`src/rtl/ikbd_serial.sv`:
```
// ikbd_serial: device-side 8N1 UART, the keyboard-controller end of the ACIA link.
//   Received bytes are deserialised and presented as a one-cycle strobe.
//   Outgoing bytes are queued in a small FIFO and shifted back to the ACIA.
// Ports:
//   clk, reset          system clock, synchronous active-high reset
//   tx_data, tx_strobe  one-cycle write of a byte into the TX FIFO
//   tx_full             FIFO holds 2**FIFO_AW bytes
//   tx_busy             FIFO non-empty or a frame is being shifted out
//   tx_overflow         pulse: write dropped because the FIFO was full
//   rx_data, rx_strobe  last good received byte, pulse when it updates
//   rx_frame_error      pulse: stop bit sampled low
//   serial_out          line to ACIA rx (idles high)
//   serial_in           line from ACIA tx
module ikbd_serial #(
    parameter int CLK_DIV = 256,
    parameter int FIFO_AW = 3
) (
    input  logic       clk,
    input  logic       reset,
    input  logic [7:0] tx_data,
    input  logic       tx_strobe,
    output logic       tx_full,
    output logic       tx_busy,
    output logic       tx_overflow,
    output logic [7:0] rx_data,
    output logic       rx_strobe,
    output logic       rx_frame_error,
    output logic       serial_out,
    input  logic       serial_in
);
    localparam int DEPTH = 2 ** FIFO_AW;
    localparam int TW    = (CLK_DIV > 1) ? $clog2(CLK_DIV) : 1;

    // ---------------- oversample tick ----------------
    logic [TW-1:0] tick_cnt_q;
    logic          tick;
    assign tick = (tick_cnt_q == TW'(CLK_DIV - 1));

    always_ff @(posedge clk) begin
        if (reset || tick) tick_cnt_q <= '0;
        else               tick_cnt_q <= tick_cnt_q + 1'b1;
    end

    // ---------------- TX FIFO ----------------
    logic [7:0]         mem_q [DEPTH];
    logic [FIFO_AW-1:0] wr_ptr_q, rd_ptr_q;
    logic [FIFO_AW:0]   count_q;
    logic               ovf_q;
    logic               push, pop, fifo_ne;

    assign tx_full     = (count_q == (FIFO_AW + 1)'(DEPTH));
    assign fifo_ne     = (count_q != '0);
    assign push        = tx_strobe && !tx_full;  // judged on pre-cycle count
    assign tx_overflow = ovf_q;

    always_ff @(posedge clk) begin
        if (push) mem_q[wr_ptr_q] <= tx_data;
    end

    always_ff @(posedge clk) begin
        if (reset) begin
            wr_ptr_q <= '0;
            rd_ptr_q <= '0;
            count_q  <= '0;
            ovf_q    <= 1'b0;
        end else begin
            ovf_q <= tx_strobe && tx_full;
            if (push) wr_ptr_q <= wr_ptr_q + 1'b1;
            if (pop)  rd_ptr_q <= rd_ptr_q + 1'b1;
            if (push && !pop)      count_q <= count_q + 1'b1;
            else if (pop && !push) count_q <= count_q - 1'b1;
        end
    end

    // ---------------- TX FSM ----------------
    typedef enum logic [1:0] {TX_IDLE, TX_START, TX_DATA, TX_STOP} tx_state_e;
    tx_state_e  tx_state_q, tx_state_d;
    logic [3:0] tx_sub_q, tx_sub_d;
    logic [2:0] tx_bit_q, tx_bit_d;
    logic [7:0] tx_sh_q, tx_sh_d;
    logic       tx_out_q, tx_out_d;

    assign serial_out = tx_out_q;
    assign tx_busy    = fifo_ne || (tx_state_q != TX_IDLE);

    always_ff @(posedge clk) begin
        if (reset) begin
            tx_state_q <= TX_IDLE;
            tx_sub_q   <= '0;
            tx_bit_q   <= '0;
            tx_sh_q    <= '0;
            tx_out_q   <= 1'b1;
        end else begin
            tx_state_q <= tx_state_d;
            tx_sub_q   <= tx_sub_d;
            tx_bit_q   <= tx_bit_d;
            tx_sh_q    <= tx_sh_d;
            tx_out_q   <= tx_out_d;
        end
    end

    always_comb begin
        tx_state_d = tx_state_q;
        tx_sub_d   = tx_sub_q;
        tx_bit_d   = tx_bit_q;
        tx_sh_d    = tx_sh_q;
        tx_out_d   = tx_out_q;
        pop        = 1'b0;
        if (tick) begin
            // every non-idle bit lasts 16 ticks; sub-count 15 marks the boundary
            tx_sub_d = (tx_state_q == TX_IDLE) ? 4'd0 : tx_sub_q + 4'd1;
            unique case (tx_state_q)
                TX_IDLE: if (fifo_ne) begin
                    pop        = 1'b1;
                    tx_sh_d    = mem_q[rd_ptr_q];
                    tx_out_d   = 1'b0;
                    tx_state_d = TX_START;
                end
                TX_START: if (tx_sub_q == 4'd15) begin
                    tx_bit_d   = '0;
                    tx_out_d   = tx_sh_q[0];
                    tx_state_d = TX_DATA;
                end
                TX_DATA: if (tx_sub_q == 4'd15) begin
                    tx_sh_d = {1'b0, tx_sh_q[7:1]};
                    if (tx_bit_q == 3'd7) begin
                        tx_out_d   = 1'b1;
                        tx_state_d = TX_STOP;
                    end else begin
                        tx_bit_d = tx_bit_q + 3'd1;
                        tx_out_d = tx_sh_q[1];
                    end
                end
                TX_STOP: if (tx_sub_q == 4'd15) begin
                    // chain straight into the next start bit when more is queued
                    if (fifo_ne) begin
                        pop        = 1'b1;
                        tx_sh_d    = mem_q[rd_ptr_q];
                        tx_out_d   = 1'b0;
                        tx_state_d = TX_START;
                    end else begin
                        tx_state_d = TX_IDLE;
                    end
                end
                default: tx_state_d = TX_IDLE;
            endcase
        end
    end

    // ---------------- RX conditioning ----------------
    logic [1:0] sync_q;
    logic [3:0] samp_q;
    logic       filt_q;

    always_ff @(posedge clk) begin
        if (reset) begin
            sync_q <= 2'b11;
            samp_q <= 4'b1111;
            filt_q <= 1'b1;
        end else begin
            sync_q <= {sync_q[0], serial_in};
            samp_q <= {samp_q[2:0], sync_q[1]};
            // hysteresis: only a unanimous window changes the filtered level
            if (samp_q == 4'b0000)      filt_q <= 1'b0;
            else if (samp_q == 4'b1111) filt_q <= 1'b1;
        end
    end

    // ---------------- RX FSM ----------------
    typedef enum logic [2:0] {RX_IDLE, RX_START, RX_DATA, RX_STOP, RX_BREAK} rx_state_e;
    rx_state_e  rx_state_q, rx_state_d;
    logic [3:0] rx_sub_q, rx_sub_d;
    logic [2:0] rx_bit_q, rx_bit_d;
    logic [7:0] rx_sh_q, rx_sh_d;
    logic [7:0] rx_data_q, rx_data_d;
    logic       rx_stb_q, rx_stb_d;
    logic       rx_ferr_q, rx_ferr_d;

    assign rx_data        = rx_data_q;
    assign rx_strobe      = rx_stb_q;
    assign rx_frame_error = rx_ferr_q;

    always_ff @(posedge clk) begin
        if (reset) begin
            rx_state_q <= RX_IDLE;
            rx_sub_q   <= '0;
            rx_bit_q   <= '0;
            rx_sh_q    <= '0;
            rx_data_q  <= '0;
            rx_stb_q   <= 1'b0;
            rx_ferr_q  <= 1'b0;
        end else begin
            rx_state_q <= rx_state_d;
            rx_sub_q   <= rx_sub_d;
            rx_bit_q   <= rx_bit_d;
            rx_sh_q    <= rx_sh_d;
            rx_data_q  <= rx_data_d;
            rx_stb_q   <= rx_stb_d;
            rx_ferr_q  <= rx_ferr_d;
        end
    end

    always_comb begin
        rx_state_d = rx_state_q;
        rx_sub_d   = rx_sub_q;
        rx_bit_d   = rx_bit_q;
        rx_sh_d    = rx_sh_q;
        rx_data_d  = rx_data_q;
        rx_stb_d   = 1'b0;
        rx_ferr_d  = 1'b0;
        if (tick) begin
            rx_sub_d = rx_sub_q + 4'd1;
            unique case (rx_state_q)
                RX_IDLE: if (!filt_q) begin
                    rx_sub_d   = '0;
                    rx_state_d = RX_START;
                end
                RX_START: if (rx_sub_q == 4'd7) begin
                    // mid start bit: a line already back high was a false start
                    rx_sub_d   = '0;
                    rx_bit_d   = '0;
                    rx_state_d = filt_q ? RX_IDLE : RX_DATA;
                end
                RX_DATA: if (rx_sub_q == 4'd15) begin
                    rx_sh_d = {filt_q, rx_sh_q[7:1]};
                    if (rx_bit_q == 3'd7) rx_state_d = RX_STOP;
                    else                  rx_bit_d   = rx_bit_q + 3'd1;
                end
                RX_STOP: if (rx_sub_q == 4'd15) begin
                    if (filt_q) begin
                        rx_data_d  = rx_sh_q;
                        rx_stb_d   = 1'b1;
                        rx_state_d = RX_IDLE;
                    end else begin
                        rx_ferr_d  = 1'b1;
                        rx_state_d = RX_BREAK;
                    end
                end
                RX_BREAK: if (filt_q) rx_state_d = RX_IDLE;
                default: rx_state_d = RX_IDLE;
            endcase
        end
    end
endmodule

```
`config.mk`:
```
export PLATFORM = sky130hd
export DESIGN_NAME = ikbd_serial
export DESIGN_NICKNAME = d
export VERILOG_FILES = /design/src/rtl/ikbd_serial.sv
export SDC_FILE = /design/constraint.sdc
export NUM_CORES = 1
export LEC_CHECK = 0
export BUFFER_PORTS_ARGS = -buffer_cell sky130_fd_sc_hd__buf_2
export CORE_ASPECT_RATIO = 0.6
export CORE_UTILIZATION = 63
export DETAILED_ROUTE_END_ITERATION = 16
export GPL_ROUTABILITY_DRIVEN = 0
export PLACE_DENSITY = 0.81
export RECOVER_POWER = 100
export SLEW_MARGIN = 20
export SYNTH_ARGS = -nofsm -noshare
export SYNTH_HDL_FRONTEND = slang
export SYNTH_SLANG_ARGS = --single-unit
```
`constraint.sdc`:
```
create_clock -name clk -period 9.5 [get_ports clk]
set_clock_uncertainty 0.05 [all_clocks]
set_input_delay 0.95 -clock clk [delete_from_list [all_inputs] [get_ports clk]]
set_output_delay 0.95 -clock clk [all_outputs]
set_load 0.01 [all_outputs]
```
## Word level (Yosys, flattened, before mapping)

Memories as Yosys holds them, arrays and structs flattened. A register that Yosys moved wholly into a read port is not among the register bits.
Cells that the tools add are included.

- Word-level logic and storage cells: 141
- Bits in writable memories: 64
- Memories: 1
- Register bits after elaboration: 72

- Multiplexer cells: 52
- Reductions and logical operators: 28
- Equality and inequality tests: 28
- $add $sub $neg: 9
- Bitwise gates (word level): 3

Memories:

| name | words | width | read ports | clocked after memory_dff | write ports | RTL line | RTL |
|---|---|---|---|---|---|---|---|
| mem_q | 8 | 8 | 1 | 1 | 1 | 45 | `logic [7:0] mem_q [DEPTH];` |

Operators by type and width:

| cell | count |
|---|---|
| two-way mux 3 bit | 15 |
| inequality test 2 bit (second input constant) | 13 |
| two-way mux 8 bit | 3 |
| case mux 8 bit (3 select lines) | 1 |
| two-way mux 4 bit | 5 |
| equality test 4 bit (second input constant) | 4 |
| two-way mux 1 bit | 15 |
| case mux 3 bit (5 select lines) | 1 |
| adder 3 x 1 -> 3 bit (second input constant) | 4 |
| adder 4 x 1 -> 4 bit (second input constant) | 3 |
| two-way mux 2 bit | 6 |
| case mux 3 bit (2 select lines) | 2 |
| AND reduction 4 bit | 3 |
| AND reduction 5 bit | 2 |
| nonzero test 2 bit | 5 |
| equality test 3 bit (second input constant) | 3 |
| adder 8 x 1 -> 8 bit (second input constant) | 1 |
| equality test 8 bit (second input constant) | 1 |
| case mux 2 bit (4 select lines) | 1 |
| case mux 4 bit (2 select lines) | 1 |
| AND reduction 7 bit | 1 |
| equality test 3 x 2 -> 1 bit (second input constant) | 2 |
| AND reduction 6 bit | 1 |
| equality test 2 bit (second input constant) | 2 |
| 17 further kinds | 25 |

## Logic depth before layout (Yosys ltp)

Gate-level depths: netlist (run 1).

- Depth in word-level cells: 8
- Depth in mapped cells: 13
- Depth with buffers taken out: 12

## Worst setup path before layout (run 1)

Ideal clock, no wire load.

- Path type: register -> register
- From: register tick_cnt_q[0]
- To: register count_q[3]
- Data arrival time: 2.958 ns
- Cell stages (with the launch flop): 14
- Setup slack: 6.422 ns
- Data required time: 9.380 ns
- Path through: dfxtp_1 -> ha_1 -> nand4_2 -> or2_4 -> buf_6 -> or4_1 -> ha_1 -> inv_1 -> ha_1 -> a21o_1 -> a21oi_1 -> xnor2_1 -> or3_1 -> a21oi_1

- Longest elaborated chain between the ends: 5
- Elaborated cells on any way between the ends: 7
- Classes of those cells: eq/ne: 1; mux: 2; reduce/logical: 4

RTL lines:

| item | RTL line | RTL |
|---|---|---|
| start: declaration | 35 | `logic [TW-1:0] tick_cnt_q;` |
| start signal: assignment | 41 | `else tick_cnt_q <= tick_cnt_q + 1'b1;` |
| equality test 8 bit (*) | 37 | `assign tick = (tick_cnt_q == TW'(CLK_DIV - 1));` |
| two-way mux 1 bit (*) | 109 | `if (tick) begin` |
| logical NOT 1 bit | 70 | `if (push && !pop) count_q <= count_q + 1'b1;` |
| logical AND 1 bit | 70 |  |
| two-way mux 4 bit or nonzero test 2 bit (tied branches) | - |  |
| end signal: assignment | 70 |  |
| end signal: assignment | 71 | `else if (pop && !push) count_q <= count_q - 1'b1;` |
| end: declaration | 47 | `logic [FIFO_AW:0] count_q;` |

Every way passes the cells marked *; elsewhere a longest branch is shown, timed or not.
A chain may end at the register's enable or synchronous reset.

==> results.json, run 1 <==
{
  "area_growth_syn_to_layout_pct": 11.04,
  "cts-root-buf": "clkbuf_16",
  "period_needed_ps": 3726,
  "utilization": 0.7378,
  "grt.overflow.total": 0,
  "setup.worst_path.start_class": "input pin",
  "final.period_utilization": 0.3922,
  "dp_hpwl_microns": 7395,
  "multi_input_area_sq_um": 2205,
  "powerDensity_nw_per_um2": 204.6,
  "yosys.cell_types.count": 55,
  "cts_buffers": 17,
  "max_freq_mhz": 268.4,
  "maxSlewViolCount": 67,
  "place_inst": 592,
  "grt_pass1_vias": 3714,
  "synth_nets": 505,
  "drc_errors": 0,
  "worstPathMaxFanout": 66,
  "rrSetupSlack_ps": 5980,
  "post-cts-setup-buffer-count": 0,
  "insertion_delay_ps": 410,
  "core_region_area_sq_um": 8718,
  "whs_ps": 369.4,
  "drive_gt1_frac": 0.1250,
  "num_vias": 3775,
  "synth_top_area_share": 0.3317,
  "hold_violations": 0,
  "synth-seq-cells": 139,
  "critPathKind": "in -> reg",
  "cts_buffer_depth": 2,
  "ys_top_cells_by_area": "edfxtp_1, dfxtp_1, mux4_2, ha_1, nor2_1",
  "worstMarginPinSlew_ps": 2736,
  "synthCells": 475,
  "cts.reportedPaths.clkPinSlew_ps": 60,
  "track_usage": 0.2600,
  "syn_area_sq_um": 5793,
  "max-slew-margin-rel": -0.8238,
  "die-height_microns": 76.28,
  "die_width_microns": 125.8,
  "p_leak_nw": 2.208,
  "yosysMostFrequentCell": "dfxtp_1",
  "fin_cells": 624,
  "io_pins": 26,
  "fin_ws_ps": 5774,
  "place_ws_ps": 6140,
  "first_iter_violations": 463,
  "yosysSeqAreaShare": 0.5909,
  "synthArstFlopShare": 0,
  "fillers": 579,
  "hold_class": "reg -> reg",
  "antenna_cells": 0,
  "outcome": "complete, but fails checks",
  "synth.avg_cell_area_sq_um": 12.20,
  "worstPathArrival_ps": 3980,
  "synth_commonest_cells": "dfxtp_1, edfxtp_1, nor2_1, nand2_1, a21oi_1",
  "cap_violations": 2,
  "routed_via_density": 6.050,
  "start_util": 0.6645,
  "io_buffers": 25,
  "cts.sinks": 139,
  "htree_num_levels": 4,
  "synth_warnings": 0,
  "cts_tree": "done",
  "regArea_sq_um": 3423,
  "antenna_left": 0,
  "num_rows": 26,
  "grt_start_max_net_pins": 67,
  "drt-total-wl_microns": 11280,
  "grt_pass1_wl_microns": 18730,
  "cts_hold_buf": 0,
  "critPathRequiredTime_ps": 9750,
  "peakVddDrop_mv": 0.1877,
  "finalSetupViolCount": 0,
  "finalSetupTns_ps": 0,
  "rsz0062_at_grt": "false",
  "wl_per_cell_microns": 18.07,
  "critPathCaptureType": "register",
  "nNetsFinal": 529,
  "violations": "max-capacitance violations, max-slew violations",
  "synth_ff_type": "dfxtp_1",
  "cts_resized": 0,
  "antenna_found_initial": 0,
  "dr.pass1.iters": 5,
  "dieArea_sq_um": 9596,
  "synth_largest_area_cell": "edfxtp_1",
  "synth_edf_count": 64
}
## registers in the layout, indices dropped and copies added (netlist names), named ones only
signal	cells
mem_q	64
rx_frame_error	1
count_q	4
wr_ptr_q	3
samp_q	4
rd_ptr_q	3
rx_data	8
rx_strobe	1
rx_sh_q	8
tx_state_q	2
rx_sub_q	4
filt_q	1
tx_sh_q	8
tx_bit_q	3
tx_sub_q	4
serial_out	1
tx_overflow	1
rx_bit_q	3
sync_q	2
rx_state_q	3
tick_cnt_q	8
## cell type report
cell class	instances	share of cell area
inverter	9	0.005252
multi-input combinational	303	0.3427
timing repair buffer	29	0.01828
clock inverter	13	0.01245
tap	112	0.02179
clock buffer	19	0.06730
sequential	139	0.5322
## logic make-up after synthesis
logic type | Yosys count | share of synthesized area
and+or+nand+nor | 163 | 0.1458
DFF | 139 | 0.5909
AOI/OAI and AO/OA | 80 | 0.09460
buffers and inverters | 33 | 0.02376
muxes | 30 | 0.08661
adders and majority gates | 18 | 0.04017
xor gates and xnor gates | 12 | 0.01814
## critical path, cell delays in order
cell and delay [ps]:
buf_2 70, clkbuf_1 1920, nor2_1 600, a32o_1 410
## where the power goes
part / switching, mW / internal [mW] / leakage (nW)
Sequential: 0.0120 / 0.645 / 1.19
Clock: 0.240 / 0.329 / 0.243
Combinational: 0.0541 / 0.0361 / 0.778
Total: 0.306 / 1.01 / 2.21
## placed cells by master, fill, tap and decap left out, drive strengths merged, types with 2 or more instances in the layout
cell type and count:
nand4 2, a2111oi 2, mux2i 13, o2bb2ai 7
nand4b 2, edfxtp 64, xor2 7, inv 9
mux4 16, buf 5, a21o 2, nor2 44
and3 3, nor4b 2, nand2b 7, or3 8
a211oi 8, clkinvlp 4, xnor2 5, ha 17
dfxtp 75, or3b 2, a21oi 31, nand3 15
a31oi 3, clkinv 9, or4 3, or2 9
nand2 36, nor3 14, nor2b 11, clkbuf 43
o21ai 16
## per-stage QoR
step | area, sq um | power, mW
floorplan | 5793 | 0.7333
global placement | 5984 | 0.7574
detailed placement | 5984 | 0.7636
CTS | 6497 | 1.326
global route | 6432 | 1.356
finish | 6432 | 1.316
## layer usage
layer	share of wire	global-route usage
met5	0	0
met4	0.013	0.08434
met3	0.049	0.07093
met2	0.46	0.3944
met1	0.48	0.3663
## final timing paths
kind,start,endpoint,cells past startpoint
max,reset,tx_sh_q[7],4
min,sync_q[0],sync_q[1],1
max reg2reg,count_q[1],count_q[3],10
min reg2reg,sync_q[0],sync_q[1],1
Power figures use the tool's default switching activity.
==> run 2: changes to the inputs <==
Settings changed: CORE_UTILIZATION 63 to 55, PLACE_DENSITY 0.81 to 0.75.
Clock period 9.5 ns to 3.1 ns, I/O delays scaled along.
==> results.json, run 2 (synthesis results as in run 1) <==
{
  "cts-root-buf": "clkbuf_16",
  "final_common_cell": "dfxtp_1",
  "whs_ps": 36.13,
  "drc_errors": 0,
  "hold_violations": 0,
  "antenna_found_initial": 0,
  "crit_chain": "ha_4 > nand4_2 > or2_4 > or4_4 > ha_2 > inv_2 > ha_1 > a21o_1 > a21oi_2 > xnor2_1 > or3_1 > a21oi_1",
  "largest_reg_flops": 64,
  "antenna_left": 0,
  "routed_via_density": 5.848,
  "setup.worst_path.start_class": "register",
  "worstPathMaxFanout": 3,
  "num_rows": 28,
  "core_region_area_sq_um": 10050,
  "critPathTopFamily": "simple AND/OR/NAND/NOR gates",
  "drt-total-wl_microns": 12050,
  "cts_buffers": 17,
  "io_buffers": 25,
  "grt.overflow.total": 0,
  "grt_pass1_wl_microns": 19400,
  "wl_per_cell_microns": 18.26,
  "start_util": 0.5762,
  "critPathKind": "reg -> reg",
  "cap_violations": 1,
  "p_leak_nw": 2.309,
  "period_needed_ps": 2979,
  "first_iter_violations": 293,
  "cts.reportedPaths.clkPinSlew_ps": 60,
  "htree_num_levels": 4,
  "die-height_microns": 81.50,
  "num_vias": 3860,
  "critPathCaptureType": "register",
  "die_width_microns": 134.5,
  "hold_class": "in -> reg",
  "power_mw": 4.493,
  "dieArea_sq_um": 10960,
  "final.period_utilization": 0.9611,
  "antenna_cells": 0,
  "drive_gt1_frac": 0.1486,
  "grt_pass1_vias": 3671,
  "outcome": "complete, but fails checks",
  "peakVddDrop_mv": 0.4602,
  "final_cell_mix": "dfxtp_1, edfxtp_1, nor2_1",
  "io_pins": 26,
  "worstMarginPinSlew_ps": 1805,
  "max_freq_mhz": 335.6,
  "critical_path_buf_inv_count": 1,
  "regMostFlops": "mem_q",
  "dp_hpwl_microns": 7812,
  "finalSetupViolCount": 0,
  "cts.sinks": 139,
  "cts_hold_buf": 0,
  "area_growth_syn_to_layout_pct": 14.97,
  "worst_path_largest_cell_delay_ps": 500,
  "dr.pass1.iters": 5,
  "worstPathArrival_ps": 3270,
  "maxSlewViolCount": 45,
  "critPathRequiredTime_ps": 3390,
  "cts_buffer_depth": 2,
  "insertion_delay_ps": 420,
  "violations": "max-capacitance violations, max-slew violations",
  "nNetsFinal": 542,
  "powerDensity_nw_per_um2": 674.7,
  "cts_tree": "done",
  "grt_start_max_net_pins": 45,
  "crit_path_top_delay_cell": "or4_4",
  "track_usage": 0.2383,
  "max-slew-margin-rel": -0.2035
}
==> run 2: routing by layer <==
layer  up-vias  share of wire  track usage
met3        11          0.050      0.05556
met2       113           0.45       0.3622
li1       1828              -            -
met1      1908           0.49       0.3425
met4         0         0.0096      0.07416
met5         -              0            0
==> run 2: worst register-to-register path, stage by stage, from the launching register on <==
cell	delay [ps]
dfxtp_1	380
ha_4	160
nand4_2	110
or2_4	270
or4_4	500
ha_2	210
inv_2	80
ha_1	230
a21o_1	200
a21oi_2	160
xnor2_1	100
or3_1	310
a21oi_1	150
==> run 2: per-stage QoR <==
| stage | cell area (sq um) | utilization | TNS (ps) | std cells | setup slack, ps |
|---|---|---|---|---|---|
| after floorplan | 5793 | - | 0 | 475 | 21.71 |
| after global placement | 6111 | 0.6078 | 0 | 628 | 108.1 |
| after detailed placement | 6111 | 0.6078 | -55.13 | 628 | -55.13 |
| after CTS | 6759 | 0.6722 | 0 | 660 | 35.75 |
| after global routing | 6660 | 0.6624 | -11.31 | 660 | -11.31 |
| final | 6660 | 0.6624 | 0 | 660 | 120.5 |
==> run 2: area by class of cell <==
class / count / area (sq um)
multi-input cells: 303 / 2215
inverters: 9 / 33.78
well taps: 135 / 168.9
repair buffers: 42 / 177.7
clock inverters: 15 / 214.0
clock buffers: 17 / 425.4
flip-flops and latches: 139 / 3426
fillers: 747 / 3395
==> run 2: worst paths after layout <==
check,start,end,slack (ps),cells after the start
max,tick_cnt_q[1],count_q[3],120,12
min,serial_in,sync_q[0],40,2
max reg2reg,tick_cnt_q[1],count_q[3],120,12
min reg2reg,sync_q[1],samp_q[0],360,1
==> run 2: report_power, final <==
| group | internal (mW) | switching (mW) | total [mW] | leakage [nW] |
|---|---|---|---|---|
| combinational | 0.123 | 0.175 | 0.298 | 0.814 |
| clock | 1.36 | 0.812 | 2.18 | 0.307 |
| sequential | 1.98 | 0.0432 | 2.02 | 1.19 |
==> run 2: what timing repair did <==
action | 4_1_cts | 5_1_grt
pin swaps | 0 | 0
setup buffers | 0 | 0
endpoints found under the setup margin | 1 | 1
resized for setup | 4 | 4
==> run 3: changes to the inputs <==
Settings changed: CORE_UTILIZATION 55 to 50, PLACE_DENSITY 0.75 to 0.7.
==> results.json, run 3 (synthesis results as in run 1) <==
{
  "outcome": "complete, but fails checks",
  "violations": "max-capacitance violations, max-slew violations",
  "final.period_utilization": 0.9475,
  "io_pins": 26,
  "finalSetupViolCount": 0,
  "largest_reg_flops": 64,
  "hold_violations": 0,
  "maxSlewViolCount": 40,
  "cts.reportedPaths.clkPinSlew_ps": 60,
  "nNetsFinal": 542,
  "utilization": 0.5896,
  "post-cts-setup-buffer-count": 0,
  "die_width_microns": 141.0,
  "crit_top_cell": "a21oi_2",
  "cts_tree": "done",
  "regArea_sq_um": 3428,
  "start_util": 0.5127,
  "critPathCaptureType": "register",
  "worstPathArrival_ps": 3230,
  "drt-total-wl_microns": 11250,
  "critical_path_buf_inv_count": 1,
  "timing.rr.start": "tick_cnt_q[0]",
  "insertion_delay_ps": 420,
  "pwr-share-seq": 0.463,
  "critPathRequiredTime_ps": 3390,
  "routed_via_density": 5.512,
  "cts_buffers": 17,
  "grt.overflow.total": 0,
  "max_freq_mhz": 340.5,
  "combPwrFrac": 0.068,
  "cts_buffer_depth": 2,
  "regMostFlops": "mem_q",
  "place_ws_ps": -70.33,
  "fillers": 887,
  "worstPathMaxFanout": 4,
  "num_rows": 30,
  "grt_pass1_vias": 3618,
  "core_region_area_sq_um": 11300,
  "max-slew-margin-rel": -0.08338,
  "cap_violations": 1,
  "grt_start_max_net_pins": 40,
  "powerDensity_nw_per_um2": 651.8,
  "power_mw": 4.342,
  "crit_path_top_delay_cell": "or4_4",
  "drive_gt1_frac": 0.1505,
  "clkPwrFrac": 0.469,
  "first_iter_violations": 315,
  "setup.worst_path.start_class": "register",
  "antenna_cells": 0,
  "startpoint": "tick_cnt_q[0]",
  "peakVddDrop_mv": 0.3867,
  "num_vias": 3776,
  "antenna_left": 0,
  "dieArea_sq_um": 12030,
  "dr.pass1.iters": 5,
  "switchingPower_mw": 0.9805,
  "cts-root-buf": "clkbuf_16",
  "crit_chain": "ha_4 > nand4_2 > or2_4 > or4_4 > ha_2 > inv_2 > ha_1 > a21o_1 > a21oi_2 > xnor2_1 > or3_1 > a21oi_2",
  "multi_input_area_sq_um": 2221,
  "io_buffers": 25,
  "period_needed_ps": 2937,
  "drc_errors": 0,
  "worst_path_largest_cell_delay_ps": 500,
  "wl_per_cell_microns": 16.42,
  "cts.sinks": 139,
  "track_usage": 0.2074,
  "final_cell_mix": "dfxtp_1, edfxtp_1, nor2_1",
  "area_growth_syn_to_layout_pct": 14.99,
  "hold_class": "in -> reg",
  "htree_num_levels": 4,
  "worstMarginPinSlew_ps": 1625,
  "antenna_found_initial": 0,
  "netSwitchingFraction": 0.2258,
  "fin_ws_ps": 162.7,
  "critPathKind": "reg -> reg",
  "p_leak_nw": 2.283,
  "dp_hpwl_microns": 7505,
  "final_common_cell": "dfxtp_1",
  "intPower_mw": 3.362,
  "critPathTopFamily": "simple AND/OR/NAND/NOR gates",
  "hold_path.startpoint": "serial_in",
  "grt_pass1_wl_microns": 18560,
  "cts_hold_buf": 0,
  "die-height_microns": 85.38,
  "rsz0062_at_grt": "false"
}
-- run 3: cell types whose count changed in the layout (fill, tap and decap cells not counted), sizes merged --
cell / delta
clkinv: +5
inv: -5
buf: -1
bufinv: -1
clkbuf: +1
clkinvlp: +1
-- run 3: power by group through the flow --
stage	clock network [mW]	registers, mW	logic [mW]
2_1_floorplan	0	2.05	0.201
3_3_place_gp	0	2.05	0.292
3_5_place_dp	0	2.05	0.302
4_1_cts	2.07	2.02	0.310
5_1_grt	2.15	2.02	0.329
6_report	2.04	2.01	0.296
-- run 3: final timing paths --
path,to,slack [ps],depth (start not counted)
worst max-delay path,count_q[3],160,12
worst min register to register,samp_q[0],360,1
worst min-delay path,sync_q[0],20,2
worst max register to register,count_q[3],160,12
-- run 3: cell type report --
cell class / count / area share
flip-flops and latches: 139 / 0.5147
repair buffers: 42 / 0.02648
well taps: 160 / 0.03005
multi-input cells: 303 / 0.3334
clock buffers: 17 / 0.06386
clock inverters: 15 / 0.02648
inverters: 9 / 0.005071
-- run 3: worst register-to-register path, delay by kind of cell, from the launching register on --
kind                       cells  cell delay, ps
AOI/OAI and AO/OA              3             470
and+or+nand+nor                4            1210
buffers and inverters          1              80
DFF                            1             370
adders and majority gates      3             600
xor gates and xnor gates       1              90
-- run 3: layer usage --
metal / up-vias / track usage / part of all wire / routed length (microns)
li1: 1830 / - / - / -
met1: 1839 / 0.2970 / 0.49 / 5501
met2: 99 / 0.2990 / 0.44 / 4951
met3: 8 / 0.06716 / 0.062 / 698
met4: 0 / 0.06423 / 0.0086 / 97
met5: - / 0 / 0 / 0
-- run 3: metrics by stage --
| stage | instances | setup TNS [ps] | hold slack, ps | cell area (sq um) |
|---|---|---|---|---|
| final | 685 | 0 | 23.69 | 6661 |
| after global routing | 685 | 0 | 5.202 | 6661 |
| after CTS | 685 | 0 | 7.146 | 6753 |
| after detailed placement | 653 | -70.33 | 349.4 | 6142 |
| after global placement | 653 | 0 | 346.9 | 6142 |
| after floorplan | 475 | 0 | 339.5 | 5793 |
-- run 3: repair_timing --
action	in CTS	in global routing
setup endpoints to repair	1	1
hold endpoints to repair	0	0
resized for setup	3	8
